<file path="src/rtl/uart_tx_arb.sv">
// Round-robin arbiter sharing one UART TX between NUM_SRC sources, one WORDS_PER_PACKET-word packet per grant.
// Latency: pending->grant 1 cycle; accepted src_req -> uart_req/uart_data next cycle; >=3 cycles per word.
// Backpressure: src_uart_ready follows uart_ready for the granted source only; ARB_TIMEOUT_EN adds an idle-grant watchdog.
module uart_tx_arb #(
    parameter int NUM_SRC          = 2,
    parameter int WORD_SIZE        = 8,
    parameter int WORDS_PER_PACKET = 4,
    parameter int TIMEOUT_CYCLES   = 1024
) (
    input  logic                           clk,
    input  logic                           reset,
    input  logic [NUM_SRC-1:0]             src_pending,
    input  logic [NUM_SRC*WORD_SIZE-1:0]   src_data,
    input  logic [NUM_SRC-1:0]             src_req,
    output logic [NUM_SRC-1:0]             src_uart_ready,
    output logic [NUM_SRC-1:0]             grant,
    input  logic                           uart_ready,
    output logic [WORD_SIZE-1:0]           uart_data,
    output logic                           uart_req,
    output logic                           timeout
);

    localparam int IW = $clog2(NUM_SRC);
    localparam int CW = $clog2(WORDS_PER_PACKET + 1);
    localparam logic [IW:0] NS = (IW+1)'(NUM_SRC);

    typedef enum logic [1:0] {IDLE, LOCK, FWD, HOLD} state_t;

    state_t               state;
    logic [IW-1:0]        gidx;
    logic [IW-1:0]        last;
    logic [CW-1:0]        ctr;
    logic [IW-1:0]        pick;
    logic                 pick_vld;
    logic [IW:0]          sum;
    logic [WORD_SIZE-1:0] sel_word;
    logic                 accept;

`ifdef ARB_TIMEOUT_EN
    localparam int TCW = (TIMEOUT_CYCLES > 2) ? $clog2(TIMEOUT_CYCLES) : 1;
    logic [TCW-1:0] tcnt;
`endif

    // Search starts one past the previous owner so every pending source gets a turn.
    always_comb begin
        pick     = '0;
        pick_vld = 1'b0;
        sum      = '0;
        for (int k = 1; k <= NUM_SRC; k++) begin
            sum = {1'b0, last} + (IW+1)'(k);
            if (sum >= NS) begin
                sum = sum - NS;
            end
            if (!pick_vld && src_pending[sum[IW-1:0]]) begin
                pick_vld = 1'b1;
                pick     = sum[IW-1:0];
            end
        end
    end

    always_comb begin
        sel_word = '0;
        for (int i = 0; i < NUM_SRC; i++) begin
            if (gidx == IW'(i)) begin
                sel_word = src_data[i*WORD_SIZE +: WORD_SIZE];
            end
        end
    end

    assign accept         = src_req[gidx] && uart_ready;
    assign src_uart_ready = (state == LOCK && uart_ready) ? grant : '0;

    always_ff @(posedge clk or posedge reset) begin
        if (reset) begin
            state     <= IDLE;
            gidx      <= '0;
            last      <= IW'(NUM_SRC - 1);
            ctr       <= '0;
            grant     <= '0;
            uart_data <= '0;
            uart_req  <= 1'b0;
            timeout   <= 1'b0;
`ifdef ARB_TIMEOUT_EN
            tcnt      <= '0;
`endif
        end else begin
            uart_req <= 1'b0;
            timeout  <= 1'b0;
            case (state)
                IDLE: begin
                    if (pick_vld) begin
                        gidx  <= pick;
                        grant <= NUM_SRC'(1) << pick;
                        ctr   <= '0;
`ifdef ARB_TIMEOUT_EN
                        tcnt  <= '0;
`endif
                        state <= LOCK;
                    end
                end
                LOCK: begin
                    if (accept) begin
                        uart_data <= sel_word;
                        uart_req  <= 1'b1;
                        ctr       <= ctr + 1'b1;
`ifdef ARB_TIMEOUT_EN
                        tcnt      <= '0;
`endif
                        state     <= FWD;
                    end
`ifdef ARB_TIMEOUT_EN
                    else if (tcnt == TCW'(TIMEOUT_CYCLES - 1)) begin
                        timeout <= 1'b1;
                        grant   <= '0;
                        last    <= gidx;
                        state   <= IDLE;
                    end else begin
                        tcnt <= tcnt + 1'b1;
                    end
`endif
                end
                FWD: begin
                    state <= HOLD;
                end
                HOLD: begin
                    // The UART drops uart_ready right after the strobe, so this waits out the word.
                    if (uart_ready) begin
                        if (ctr == CW'(WORDS_PER_PACKET)) begin
                            grant <= '0;
                            last  <= gidx;
                            state <= IDLE;
                        end else begin
                            state <= LOCK;
                        end
                    end
                end
                default: begin
                    state <= IDLE;
                end
            endcase
        end
    end

endmodule

</file>
<file path="config.mk">
export PLATFORM = sky130hd
export DESIGN_NAME = uart_tx_arb
export DESIGN_NICKNAME = d
export VERILOG_FILES = /design/src/rtl/uart_tx_arb.sv
export SDC_FILE = /design/constraint.sdc
export NUM_CORES = 1
export LEC_CHECK = 0
export CAP_MARGIN = 5
export CORE_UTILIZATION = 30
export DETAILED_ROUTE_END_ITERATION = 16
export PLACE_DENSITY_LB_ADDON = 0.08
export SLEW_MARGIN = 25
export SYNTH_ARGS = -nofsm -noshare
export SYNTH_HDL_FRONTEND = slang
export SYNTH_SLANG_ARGS = --single-unit
</file>
<file path="constraint.sdc">
create_clock -name clk -period 1.7 [get_ports clk]
set_input_delay 0.34 -clock clk [delete_from_list [all_inputs] [get_ports clk]]
set_output_delay 0.34 -clock clk [all_outputs]
set_load 0.03 [all_outputs]
</file>
* Word level (Yosys, flattened, before mapping)
Index checks and enable logic that the tools add are counted.
** Word-level totals
- Memories kept :: 0
- Memory bits (read-only) :: 0
- Output and inout port bits :: 14
- Bits in latches :: 0
- Input port bits :: 23
- Bits in registers :: 18
- RAM bits :: 0
** Operators by class
- Muxes and demuxes :: 28
- Order comparisons :: 5
- Divide/modulo/power cells :: 0
- Equal/unequal tests :: 8
- Add/subtract/negate cells :: 5
- Bitwise gates (word level) :: 0
- Multipliers :: 0
- Reductions and logical operators :: 13
- Shift operators :: 1
** Operators with widths (number)
- 1-bit 2-to-1 mux :: 15
- 2-bit 2-to-1 mux :: 7
- 3-bit AND reduction :: 3
- 8-bit 2-to-1 mux :: 1
- 2-bit inequality test, second input constant :: 4
- 2-bit case mux with 4 select lines :: 1
- 1-bit by 2-bit < comparator with 1-bit output, second input constant :: 3
- 3-bit 2-to-1 mux :: 2
- 3-bit case mux with 2 select lines :: 1
- 2-bit == test, second input constant :: 2
- 2-bit greater-or-equal comparator, second input constant :: 2
- 2-bit case mux with 2 select lines :: 1
- 2-bit AND reduction :: 2
- 4-bit AND reduction :: 1
- 2-bit nonzero test :: 2
- 3-bit by 1-bit adder with 3-bit output, second input constant :: 1
- 3-bit == test, second input constant :: 1
- 1-bit logical AND :: 3
- 1-bit by 1-bit adder with 2-bit output, second input constant :: 1
- 1-bit by 2-bit adder with 2-bit output, second input constant :: 1
- 2-bit by 1-bit == test with 1-bit output, second input constant :: 1
- 2-bit logical NOT :: 1
- 1-bit by 1-bit left shift with 2-bit output, first input constant :: 1
- 1-bit subtractor, second input constant :: 2
- 1-bit logical NOT :: 1

* Depth between registers and ports, before layout
- Word-level depth :: 12
- Gate-level depth with buffers :: 6
- Gate-level depth less buffers :: 5

* Worst setup path after synthesis
OpenSTA, ideal clock, no wires.
- Path type :: register -> register
- Start :: register state[0]
- End :: register state[1]
- Data required time :: 1.575 ns
- Cell stages (with the launch flop) :: 6
- Data arrival time :: 1.633 ns
- Path buffers :: 1
- Path slack :: -0.058 ns
- Period minus slack after synthesis :: 1.758 ns
- Cell sequence :: dfrtp_1 ha_1 buf_6 or2_2 a221o_1 mux2_4
** On the way
- Longest elaborated chain between the ends :: 3
** Ends and longest elaborated chain
- from (decl) :: line 29 : state_t state;
- from (signal assigned) :: line 75 : state <= IDLE;
- from (signal assigned) :: line 98 : state <= LOCK;
- from (signal assigned) :: line 109 : state <= FWD;
- 2-bit by 1-bit == test with 1-bit output (tied with other cells) :: line 89 : case (state)
- 2-bit inequality test (no source line)
- 3-bit AND reduction (no source line)
Several ways; a longest one is shown, not always the timed one.
A chain may end at the register's enable or synchronous reset.

* Worst setup path in the final report
- Start :: register state[1]
- End :: register state[1]
Same word-level chain as after synthesis.

==> out/qor.yml <==
cts-buffers-inserted: 3
io_buffers: 35
crit_type: "flop to flop"
synth_nets: 125
hold_path_class: "primary input to asynchronous set/reset pin"
synth_edf_count: 0
violations: "setup timing"
finish.utilization_pct: 50.2
max_stage_delay_ns: 0.42
fill_cells: 326
grt-ovfl-total: 0
antenna_found_initial: 0
p_leak_nw: 0.807
syn_area_per_cell_um2: 10.8
core_area_um2: 3340
dp_hpwl_um: 1830
n_antenna_cell: 0
root_buffer: "clkbuf_4"
grt_pass1_wl_um: 3810
wl_um: 2460
hold_violations: 0
setup_viol: 1
status: "finished with violations"
cts_tree: "yes"
worstPathArrival_ns: 1.92
die_h_um: 61.1
grt_pass1_vias: 820
postLayoutSetupSlackWorst_ns: -0.0132
boundaryPins: 37
worstSetupEndpointType: "flop"
dp.cells: 190
slew_violations: 0
place_congestion: 0.809
area_growth_pct: 60.3
fmax_mhz: 584
drt_iter0_markers: 18
worst_path_max_delay_cell: "dfrtp_1"
drc: 0
layout-drive-gt1-share_pct: 35.3
layout_common_cells: "22 x clkdlybuf4s50_1, 17 x mux2_2, 17 x dfrtp_1"
power.density_nw_per_um2: 1550
maxCapViolCount: 0
grt_max_degree: 19
ctsLongestPathBuffers: 2
rows: 21
cpLargestDelayFamily: "flip-flops"
ys.flop_type: "dfrtp_1"
ant_nets: 0
ys_seq_area_share_pct: 43.2
cts_num_sinks: 18
start_util_pct: 31.3
post-route-min-period_ns: 1.71
ys_types: 32
ir_worst_vdd_mv: 0.553
vias: 915
fin_crit_sh_pct: 101
ys_warn_count: 0
wl_per_cell_um: 12.5
nets: 179
setup_tns_ns: -0.0132
track_usage_pct: 14.5
stdcell_count: 196
clkLatencyLatePin_ns: 0.31
cp_cell_sequence: "buf_6, ha_2, or2_4, a221o_1, mux2_4"
skew_ns: 0.00429
cp_max_fo: 2
path_clk_slew_ns: 0.11
die_x_um: 61.1
start_kind: "flop"
synthesis.area_um2: 1050
rsz0062_at_grt: "true"
firstDrtPassIters: 4
synth_cells: 97
required_ns: 1.91
mostFrequentLayoutCell: "clkdlybuf4s50_1"
async_flop_share_pct: 100
yosys_register_bits: 18
die_area_um2: 3730
vias_per_cell: 4.67
crit_buf_inv: 1
h-tree-depth: 1
==> power by group <==
| part | internal (mW) | switching, mW |
|---|---|---|
| sequential | 0.614 | 0.112 |
| combinational | 0.806 | 0.791 |
| clock | 0.131 | 0.150 |
| total | 1.55 | 1.05 |
==> synth_stat cells (2+ instances only) <==
cell type	n	area, um2
a21oi_1	2	10.0
or4_1	3	22.5
inv_1	8	30.0
nor2b_1	2	12.5
o21ai_0	3	15.0
nand2_1	6	22.5
nor2_1	4	15.0
o211ai_1	4	30.0
ha_1	5	62.6
dfrtp_1	17	425
nand3_1	5	25.0
mux2_2	17	191
nand2b_1	2	12.5
==> cell type report <==
class / instances / area [um2] / area share (%)
flip-flops and latches: 18 / 452 / 26.9
well taps: 46 / 57.6 / 3.43
multi-input cells: 67 / 586 / 34.9
inverters: 8 / 30.0 / 1.79
clock buffers: 4 / 36.3 / 2.16
repair buffers: 53 / 515 / 30.7
==> per-stage QoR <==
step	worst slack, ns	total power [mW]	cell area, um2	hold slack [ns]
after floorplan	0.00202	1.70	1060	0.278
after global placement	-0.132	2.25	1550	0.490
after global routing	-0.0587	2.81	1680	0.350
after detailed placement	-0.183	2.26	1550	0.500
after CTS	-0.00539	2.64	1650	0.347
final	-0.0132	2.60	1680	0.331
==> metal layers <==
metal	up-vias	wire length, um	track usage [%]
met5	-	0	0
met4	0	40	6.82
met3	4	141	2.52
met2	33	1140	22.7
met1	422	1130	19.4
li1	456	-	-
==> worst min-delay path, delay by kind of cell <==
family	cells	cell delay, ns
buf+inv	3	0.68
==> path summary, 6_finish.rpt <==
check                                      endpoint  slack [ns]                      from  cells after the start
max                            state[1]$_DFFE_PP0P_       -0.01      state[1]$_DFFE_PP0P_                      5
min                        uart_data[5]$_DFFE_PP0P_        0.33                     reset                      3
max reg2reg                    state[1]$_DFFE_PP0P_       -0.01      state[1]$_DFFE_PP0P_                      5
min reg2reg                uart_data[1]$_DFFE_PP0P_        0.52  uart_data[1]$_DFFE_PP0P_                      1
max in group asynchronous          last$_DFFE_PP1P_        1.11                     reset                      3
min in group clk           uart_data[1]$_DFFE_PP0P_        0.52  uart_data[1]$_DFFE_PP0P_                      1
==> state kept, by name, indices dropped and copies added, names as in the netlist <==
register	count
ctr	3
uart_data	8
grant	2
uart_req	1
state	2
last	1
gidx	1
==> logic make-up after synthesis <==
group                    count (synthesis)  share of synthesized area (%)
flip-flops                              18                           43.2
AO/OA/AOI/OAI                           16                           10.8
other                                    1                          0.359
AND/OR/NAND/NOR                         26                           13.5
adder cells (fa/ha/maj)                  5                           5.98
buffers and inverters                   12                           5.50
multiplexers                            19                           20.7
==> timing repair <==
action,4_1_cts,5_1_grt
endpoints found under the setup margin,13,23
hold buffers,0,0
pin swaps,2,0
endpoints found under the hold margin,0,0
setup buffers,3,0
gates cloned,0,0
gates resized for setup,15,10
(Power assumes the default switching activity.)
